$ cat src/rtl/mem_ctrl_if.sv
// -----------------------------------------------------------------------------
// mem_ctrl_if -- bus bundle between mem_ctrl and its environment.
//
// Carries the client request/response handshake, the memory-side strobes and
// data, and the fill-engine control pair.
//
// Modports:
//   slave  : the controller (accepts requests, drives the memory pins)
//   master : the environment (client issuing requests plus the memory device
//            returning mem_rdata)
//
// Parameters:
//   ADDR_SIZE : memory address width
//   DATA_SIZE : memory data width
// -----------------------------------------------------------------------------
interface mem_ctrl_if #(
  parameter int ADDR_SIZE = 10,
  parameter int DATA_SIZE = 8
);

  // Client request / response
  logic                 req_valid;
  logic                 req_ready;
  logic                 req_wr;
  logic [ADDR_SIZE-1:0] req_addr;
  logic [DATA_SIZE-1:0] req_wdata;
  logic                 rsp_valid;
  logic [DATA_SIZE-1:0] rsp_rdata;

  // Memory device pins
  logic [ADDR_SIZE-1:0] mem_addr;
  logic                 mem_cs;
  logic                 mem_rd;
  logic                 mem_wt;
  logic [DATA_SIZE-1:0] mem_wdata;
  logic [DATA_SIZE-1:0] mem_rdata;

  // Fill engine
  logic                 fill_start;
  logic                 fill_busy;

  modport slave (
    input  req_valid, req_wr, req_addr, req_wdata, mem_rdata, fill_start,
    output req_ready, rsp_valid, rsp_rdata,
    output mem_addr, mem_cs, mem_rd, mem_wt, mem_wdata, fill_busy
  );

  modport master (
    output req_valid, req_wr, req_addr, req_wdata, mem_rdata, fill_start,
    input  req_ready, rsp_valid, rsp_rdata,
    input  mem_addr, mem_cs, mem_rd, mem_wt, mem_wdata, fill_busy
  );

endinterface

$ cat src/rtl/mem_ctrl.sv
// -----------------------------------------------------------------------------
// mem_ctrl -- fixed-latency SRAM-style memory controller.
//
// Every access (client read, client write, fill write) runs the same
// IDLE -> SETUP -> ACCESS (WAIT_CYCLES) -> HOLD -> IDLE sequence. With the
// request accepted in cycle 0, rsp_valid pulses in cycle 2+WAIT_CYCLES and the
// next request can be accepted in cycle 3+WAIT_CYCLES. All outputs are
// registered.
//
// Optional feature: define MEM_CTRL_FILL_EN to build the fill engine, which
// writes (2*addr) mod 2^DATA_SIZE to every address 0..MEMORY_SIZE-1 after a
// fill_start pulse. Without it, fill_start is ignored and fill_busy is 0.
//
// Ports:
//   clk   : clock, rising edge
//   rst_n : asynchronous active-low reset
//   bus   : mem_ctrl_if.slave -- request/response, memory pins, fill control
//
// Parameters:
//   ADDR_SIZE   : address width (default 10)
//   DATA_SIZE   : data width (default 8)
//   MEMORY_SIZE : number of words covered by the fill engine (default 1024)
//   WAIT_CYCLES : cycles spent in ACCESS, legal range 1..15 (default 1)
// -----------------------------------------------------------------------------
module mem_ctrl #(
  parameter int ADDR_SIZE   = 10,
  parameter int DATA_SIZE   = 8,
  parameter int MEMORY_SIZE = 1024,
  parameter int WAIT_CYCLES = 1
) (
  input  logic     clk,
  input  logic     rst_n,
  mem_ctrl_if.slave bus
);

  typedef enum logic [1:0] {IDLE, SETUP, ACCESS, HOLD} state_t;

  localparam logic [3:0]           WAIT_LAST = 4'(WAIT_CYCLES - 1);
  localparam logic [ADDR_SIZE-1:0] FILL_LAST = ADDR_SIZE'(MEMORY_SIZE - 1);

  state_t               state;
  logic [3:0]           wait_cnt;
  logic                 wr_q;        // current access is a write
  logic                 fill_q;      // current access belongs to the fill engine
  logic                 fill_busy_q;
  logic [ADDR_SIZE-1:0] fill_addr;

  logic                 req_ready_q;
  logic                 rsp_valid_q;
  logic [DATA_SIZE-1:0] rsp_rdata_q;
  logic [ADDR_SIZE-1:0] mem_addr_q;
  logic                 mem_cs_q;
  logic                 mem_rd_q;
  logic                 mem_wt_q;
  logic [DATA_SIZE-1:0] mem_wdata_q;

`ifdef MEM_CTRL_FILL_EN
  localparam bit FILL_EN = 1'b1;
  assign bus.fill_busy = fill_busy_q;
`else
  localparam bit FILL_EN = 1'b0;
  assign bus.fill_busy = 1'b0;
`endif

  assign bus.req_ready = req_ready_q;
  assign bus.rsp_valid = rsp_valid_q;
  assign bus.rsp_rdata = rsp_rdata_q;
  assign bus.mem_addr  = mem_addr_q;
  assign bus.mem_cs    = mem_cs_q;
  assign bus.mem_rd    = mem_rd_q;
  assign bus.mem_wt    = mem_wt_q;
  assign bus.mem_wdata = mem_wdata_q;

  // NOTE: the asynchronous reset branch is what makes mem_cs and the strobes
  // drop the instant rst_n falls, abandoning any access in flight.
  always_ff @(posedge clk or negedge rst_n) begin
    if (!rst_n) begin
      state       <= IDLE;
      wait_cnt    <= '0;
      wr_q        <= 1'b0;
      fill_q      <= 1'b0;
      fill_busy_q <= 1'b0;
      fill_addr   <= '0;
      req_ready_q <= 1'b0;
      rsp_valid_q <= 1'b0;
      rsp_rdata_q <= '0;
      mem_addr_q  <= '0;
      mem_cs_q    <= 1'b0;
      mem_rd_q    <= 1'b0;
      mem_wt_q    <= 1'b0;
      mem_wdata_q <= '0;
    end else begin
      // NOTE: non-blocking assignments throughout, so every branch below sees
      // the pre-edge values of state and the output registers.
      case (state)
        IDLE: begin
          if (fill_busy_q) begin
            // Launch the next fill write; the address register doubles as the
            // source of the data pattern.
            state       <= SETUP;
            mem_cs_q    <= 1'b1;
            mem_addr_q  <= fill_addr;
            mem_wdata_q <= DATA_SIZE'({fill_addr, 1'b0});
            wr_q        <= 1'b1;
            fill_q      <= 1'b1;
            wait_cnt    <= WAIT_LAST;
          end else if (bus.req_valid && req_ready_q) begin
            state       <= SETUP;
            mem_cs_q    <= 1'b1;
            mem_addr_q  <= bus.req_addr;
            mem_wdata_q <= bus.req_wdata;
            wr_q        <= bus.req_wr;
            fill_q      <= 1'b0;
            wait_cnt    <= WAIT_LAST;
            req_ready_q <= 1'b0;
          end else if (FILL_EN && bus.fill_start && !bus.req_valid) begin
            // Spend this IDLE cycle arming the engine so each fill write,
            // including the first, occupies a full 3+WAIT_CYCLES slot.
            fill_busy_q <= 1'b1;
            req_ready_q <= 1'b0;
          end else begin
            // Also covers the first cycle out of reset.
            req_ready_q <= 1'b1;
          end
        end

        SETUP: begin
          state    <= ACCESS;
          mem_rd_q <= !wr_q;
          mem_wt_q <= wr_q;
        end

        ACCESS: begin
          if (wait_cnt == 4'd0) begin
            state       <= HOLD;
            mem_rd_q    <= 1'b0;
            mem_wt_q    <= 1'b0;
            rsp_valid_q <= !fill_q;
            if (!wr_q) rsp_rdata_q <= bus.mem_rdata;
          end else begin
            wait_cnt <= wait_cnt - 4'd1;
          end
        end

        HOLD: begin
          state       <= IDLE;
          mem_cs_q    <= 1'b0;
          rsp_valid_q <= 1'b0;
          if (fill_q) begin
            if (fill_addr == FILL_LAST) begin
              fill_addr   <= '0;
              fill_busy_q <= 1'b0;
              req_ready_q <= 1'b1;
            end else begin
              fill_addr <= fill_addr + ADDR_SIZE'(1);
            end
          end else begin
            req_ready_q <= 1'b1;
          end
        end

        default: state <= IDLE;
      endcase
    end
  end

endmodule

$ cat src/flat_wrapper.sv
// flat-port wrapper written by rule: the top's interface ports become plain ports
module mem_ctrl_flat 
#(
  parameter int ADDR_SIZE   = 10,
  parameter int DATA_SIZE   = 8,
  parameter int MEMORY_SIZE = 1024,
  parameter int WAIT_CYCLES = 1
)
  (clk, rst_n, bus_req_valid, bus_req_wr, bus_req_addr, bus_req_wdata, bus_mem_rdata, bus_fill_start, bus_req_ready, bus_rsp_valid, bus_rsp_rdata, bus_mem_addr, bus_mem_cs, bus_mem_rd, bus_mem_wt, bus_mem_wdata, bus_fill_busy);
  mem_ctrl_if #(.ADDR_SIZE(ADDR_SIZE), .DATA_SIZE(DATA_SIZE)) bus_i ();
  input  logic clk;
  input  logic rst_n;
  input wire logic [$bits(bus_i.req_valid)-1:0] bus_req_valid;
  input wire logic [$bits(bus_i.req_wr)-1:0] bus_req_wr;
  input wire logic [$bits(bus_i.req_addr)-1:0] bus_req_addr;
  input wire logic [$bits(bus_i.req_wdata)-1:0] bus_req_wdata;
  input wire logic [$bits(bus_i.mem_rdata)-1:0] bus_mem_rdata;
  input wire logic [$bits(bus_i.fill_start)-1:0] bus_fill_start;
  output wire logic [$bits(bus_i.req_ready)-1:0] bus_req_ready;
  output wire logic [$bits(bus_i.rsp_valid)-1:0] bus_rsp_valid;
  output wire logic [$bits(bus_i.rsp_rdata)-1:0] bus_rsp_rdata;
  output wire logic [$bits(bus_i.mem_addr)-1:0] bus_mem_addr;
  output wire logic [$bits(bus_i.mem_cs)-1:0] bus_mem_cs;
  output wire logic [$bits(bus_i.mem_rd)-1:0] bus_mem_rd;
  output wire logic [$bits(bus_i.mem_wt)-1:0] bus_mem_wt;
  output wire logic [$bits(bus_i.mem_wdata)-1:0] bus_mem_wdata;
  output wire logic [$bits(bus_i.fill_busy)-1:0] bus_fill_busy;
  assign bus_i.req_valid = bus_req_valid;
  assign bus_i.req_wr = bus_req_wr;
  assign bus_i.req_addr = bus_req_addr;
  assign bus_i.req_wdata = bus_req_wdata;
  assign bus_i.mem_rdata = bus_mem_rdata;
  assign bus_i.fill_start = bus_fill_start;
  assign bus_req_ready = bus_i.req_ready;
  assign bus_rsp_valid = bus_i.rsp_valid;
  assign bus_rsp_rdata = bus_i.rsp_rdata;
  assign bus_mem_addr = bus_i.mem_addr;
  assign bus_mem_cs = bus_i.mem_cs;
  assign bus_mem_rd = bus_i.mem_rd;
  assign bus_mem_wt = bus_i.mem_wt;
  assign bus_mem_wdata = bus_i.mem_wdata;
  assign bus_fill_busy = bus_i.fill_busy;
  mem_ctrl #(.ADDR_SIZE(ADDR_SIZE), .DATA_SIZE(DATA_SIZE), .MEMORY_SIZE(MEMORY_SIZE), .WAIT_CYCLES(WAIT_CYCLES)) u_core (.clk(clk), .rst_n(rst_n), .bus(bus_i));
endmodule
$ cat config.mk
export PLATFORM = sky130hd
export DESIGN_NAME = mem_ctrl_flat
export DESIGN_NICKNAME = d
export VERILOG_FILES = /design/src/rtl/mem_ctrl_if.sv /design/src/rtl/mem_ctrl.sv /design/src/flat_wrapper.sv
export SDC_FILE = /design/constraint.sdc
export NUM_CORES = 1
export LEC_CHECK = 0
export CAP_MARGIN = 5
export CORE_ASPECT_RATIO = 0.7
export CORE_UTILIZATION = 47
export DETAILED_ROUTE_END_ITERATION = 10
export PLACE_DENSITY = 0.84
export REMOVE_ABC_BUFFERS = 1
export SYNTH_ARGS = -nofsm -noshare
export SYNTH_HDL_FRONTEND = slang
export SYNTH_SLANG_ARGS = --single-unit
$ cat constraint.sdc
create_clock -name clk -period 2.98 [get_ports clk]
set_input_delay 0.596 -clock clk [delete_from_list [all_inputs] [get_ports clk]]
set_output_delay 0.596 -clock clk [all_outputs]
set_load 0.02 [all_outputs]
==> impl_metrics.ini <==
[clocking]
insertion_delay_ns = 0.30
cts-buffers-inserted = 5
post_cts_resized = 0
ctsLongestPathBuffers = 2
cts_sinks = 38
clk_pin_slew_ns = 0.08
cts_hold_buf = 0
tritoncts = yes
cts_setup_buffers = 0
htreeDepth = 2
cts_root_buffer = clkbuf_8

[synthesis]
yosysWarnings = 0
yosysSeqAreaShare = 0.5605
ys_ff_latch = 38
synth_edf_count = 0
yosysTopAreaCell = dfrtp_1
async_flop_share = 1.000
synth_cells = 124
ys_types = 32
synthFlopType = dfrtp_1
syn_area_mm2 = 0.001697
yosys-top-cells-area = dfrtp_1 56%, mux2_2 18%, ha_1 5.2%
syn_area_per_cell_um2 = 13.68
synth_top_area_frac = 0.5605

[place]
place_congestion = 0.7612
dp_hpwl_mm = 2.785
pre_cts_ws_ns = 0.7258
port_buffers = 60

[floorplanning]
core.rowCount = 17
die_x_um = 73.81
io_pins = 63
die_h_um = 52.27
start_util = 0.5146
die_area_mm2 = 0.003858
core_area_mm2 = 0.003297

[route]
postRouteAntennaNets = 0
routed_wl_mm = 3.715
wl_met2_mm = 1.887
wl_met3_um = 206
met1_length_mm = 1.587
dr.max_layer_used = met4
dr.pass1.iters = 4
drtIter0Drc = 63
vias = 1212
wire_per_inst_um = 15.81
drc = 0
vias_per_cell = 5.157

[grt]
grt_pass1_vias = 1196
grt_pass1_wl_mm = 5.885
grt_antenna_before_repair = 0
grt-ovfl-total = 0
grt_max_degree = 39
grt_use_total = 0.2149

[pwr]
switchingPower_uw = 1057
clkPwrFrac = 0.132
swShare = 0.3817
p_leak_uw = 0.001011
seq_power_share = 0.338
power_density_mw_per_mm2 = 1147
pwr-share-comb = 0.530
p_int_uw = 1713
ir_worst_vdd_v = 0.0005747

[setup_path]
regToRegSetupSlack_ns = 1.10
crit_chain = clkdlybuf4s50_1
path_max_fanout = 7
worst_setup_path_start_kind = flip-flop
crit_buf_inv = 1
cp.required_ns = 2.38
crit_type = reg -> out
arrival_ns = 1.42
cp-end-kind = primary output
critPathSlowestCell = clkdlybuf4s50_1
path_delay_family = buffers and inverters
max_stage_delay_ns = 0.65

[status]
status = completed

[timing]
fin_crit_ns = 2.015
worst_pin_slew_ns = 0.8223
final_max_slew_viol_count = 0
whs_ns = 0.3866
tns_ns = 0
clock_skew_ns = 0.01363
rsz0062_at_grt = false
slew_headroom = 0.4518
fin_ws_ns = 0.9647
clock.fmax_mhz = 496.2
setup_viol = 0
finalHoldViolCount = 0
fin_crit_sh = 0.6763

[layout]
layout_commonest_cell = clkdlybuf4s50_1
regArea_um2 = 950.9
fillers = 216
final_cell_mix = 59 x clkdlybuf4s50_1, 38 x dfrtp_1, 27 x mux2_2
num-nets-final = 225
layout-drive-gt1-share = 0.2234
area_delta_synth_final_pct = 42.40
diodes = 0
multiInputGateArea_um2 = 693.2

[min_path]
min_path_type = in -> async

[flow_run]
drv_cap = 0
==> logic make-up (layout without fill, tap and decap cells) <==
kind of cell,after synthesis,in the layout,share of synthesized area
flip-flops,38,38,0.5605
multiplexers,30,30,0.1976
AO/OA/AOI/OAI,21,21,0.08998
AND/OR/NAND/NOR,17,17,0.06712
buffers and inverters,10,74,0.03097
adder cells (fa/ha/maj),7,7,0.05162
other,1,1,0.002210
==> stage by stage <==
stage / instances / total power (uW) / cell area [um^2] / utilization
after floorplan: 120 / 1780 / 1667 / -
after CTS: 235 / 2796 / 2416 / 0.7328
after global routing: 235 / 2947 / 2416 / 0.7328
after detailed placement: 227 / 2418 / 2321 / 0.7040
after global placement: 227 / 2340 / 2321 / 0.7040
final: 235 / 2770 / 2416 / 0.7328
==> registers in the layout (all words and copies together) (netlist names) <==
name and cells:
u_core.state 2, u_core.bus.mem_addr 10, u_core.wait_cnt 4, u_core.wr_q 1, u_core.bus.mem_rd 1, u_core.bus.mem_wdata 8
u_core.bus.mem_wt 1, u_core.bus.mem_cs 1, u_core.bus.rsp_rdata 8, u_core.bus.req_ready 1, u_core.bus.rsp_valid 1
==> power groups by stage <==
stage | clock (uW) | sequential [uW] | combinational (uW)
floorplan | 0 | 1180 | 597
global placement | 0 | 919 | 1420
detailed placement | 0 | 945 | 1470
CTS | 380 | 935 | 1480
global route | 403 | 966 | 1580
finish | 366 | 937 | 1470
==> cell type report <==
class,instances,share of cell area
repair buffers,60,0.2465
well taps,47,0.02434
flip-flops and latches,38,0.3936
multi-input cells,76,0.2869
clock inverters,2,0.005179
clock buffers,6,0.03418
inverters,6,0.009322
==> path summary, 6_finish.rpt <==
| kind | depth (start not counted) | startpoint | endpoint |
|---|---|---|---|
| hold / removal | 1 | rst_n | u_core.bus.rsp_valid$_DFFE_PN0P_ |
| setup reg to reg | 5 | u_core.wait_cnt[0]$_DFFE_PN0P_ | u_core.state[1]$_DFFE_PN0P_ |
| setup / recovery | 1 | u_core.bus.req_ready$_DFFE_PN0P_ | bus_req_ready |
| min in group clk | 1 | u_core.bus.rsp_rdata[1]$_DFFE_PN0P_ | u_core.bus.rsp_rdata[1]$_DFFE_PN0P_ |
| max in group asynchronous | 1 | rst_n | u_core.bus.mem_cs$_DFFE_PN0P_ |
| hold reg to reg | 1 | u_core.bus.rsp_rdata[1]$_DFFE_PN0P_ | u_core.bus.rsp_rdata[1]$_DFFE_PN0P_ |
==> Yosys cell counts, types with 2 or more instances <==
cell type and instances:
ha_1 7, nor2_1 2, nor2b_1 2, a21oi_1 2, buf_4 2, nand3_1 4
dfrtp_1 38, mux2_2 27, a31oi_1 3, o311ai_0 2, inv_1 6, nand3_2 2
mux2i_1 2, o21ai_0 7
==> metal layers <==
metal	vias to the layer above	track usage
met5	-	0
met1	595	0.2714
li1	569	-
met3	4	0.06346
met4	0	0.08013
met2	44	0.3517
(Power assumes the default switching activity.)
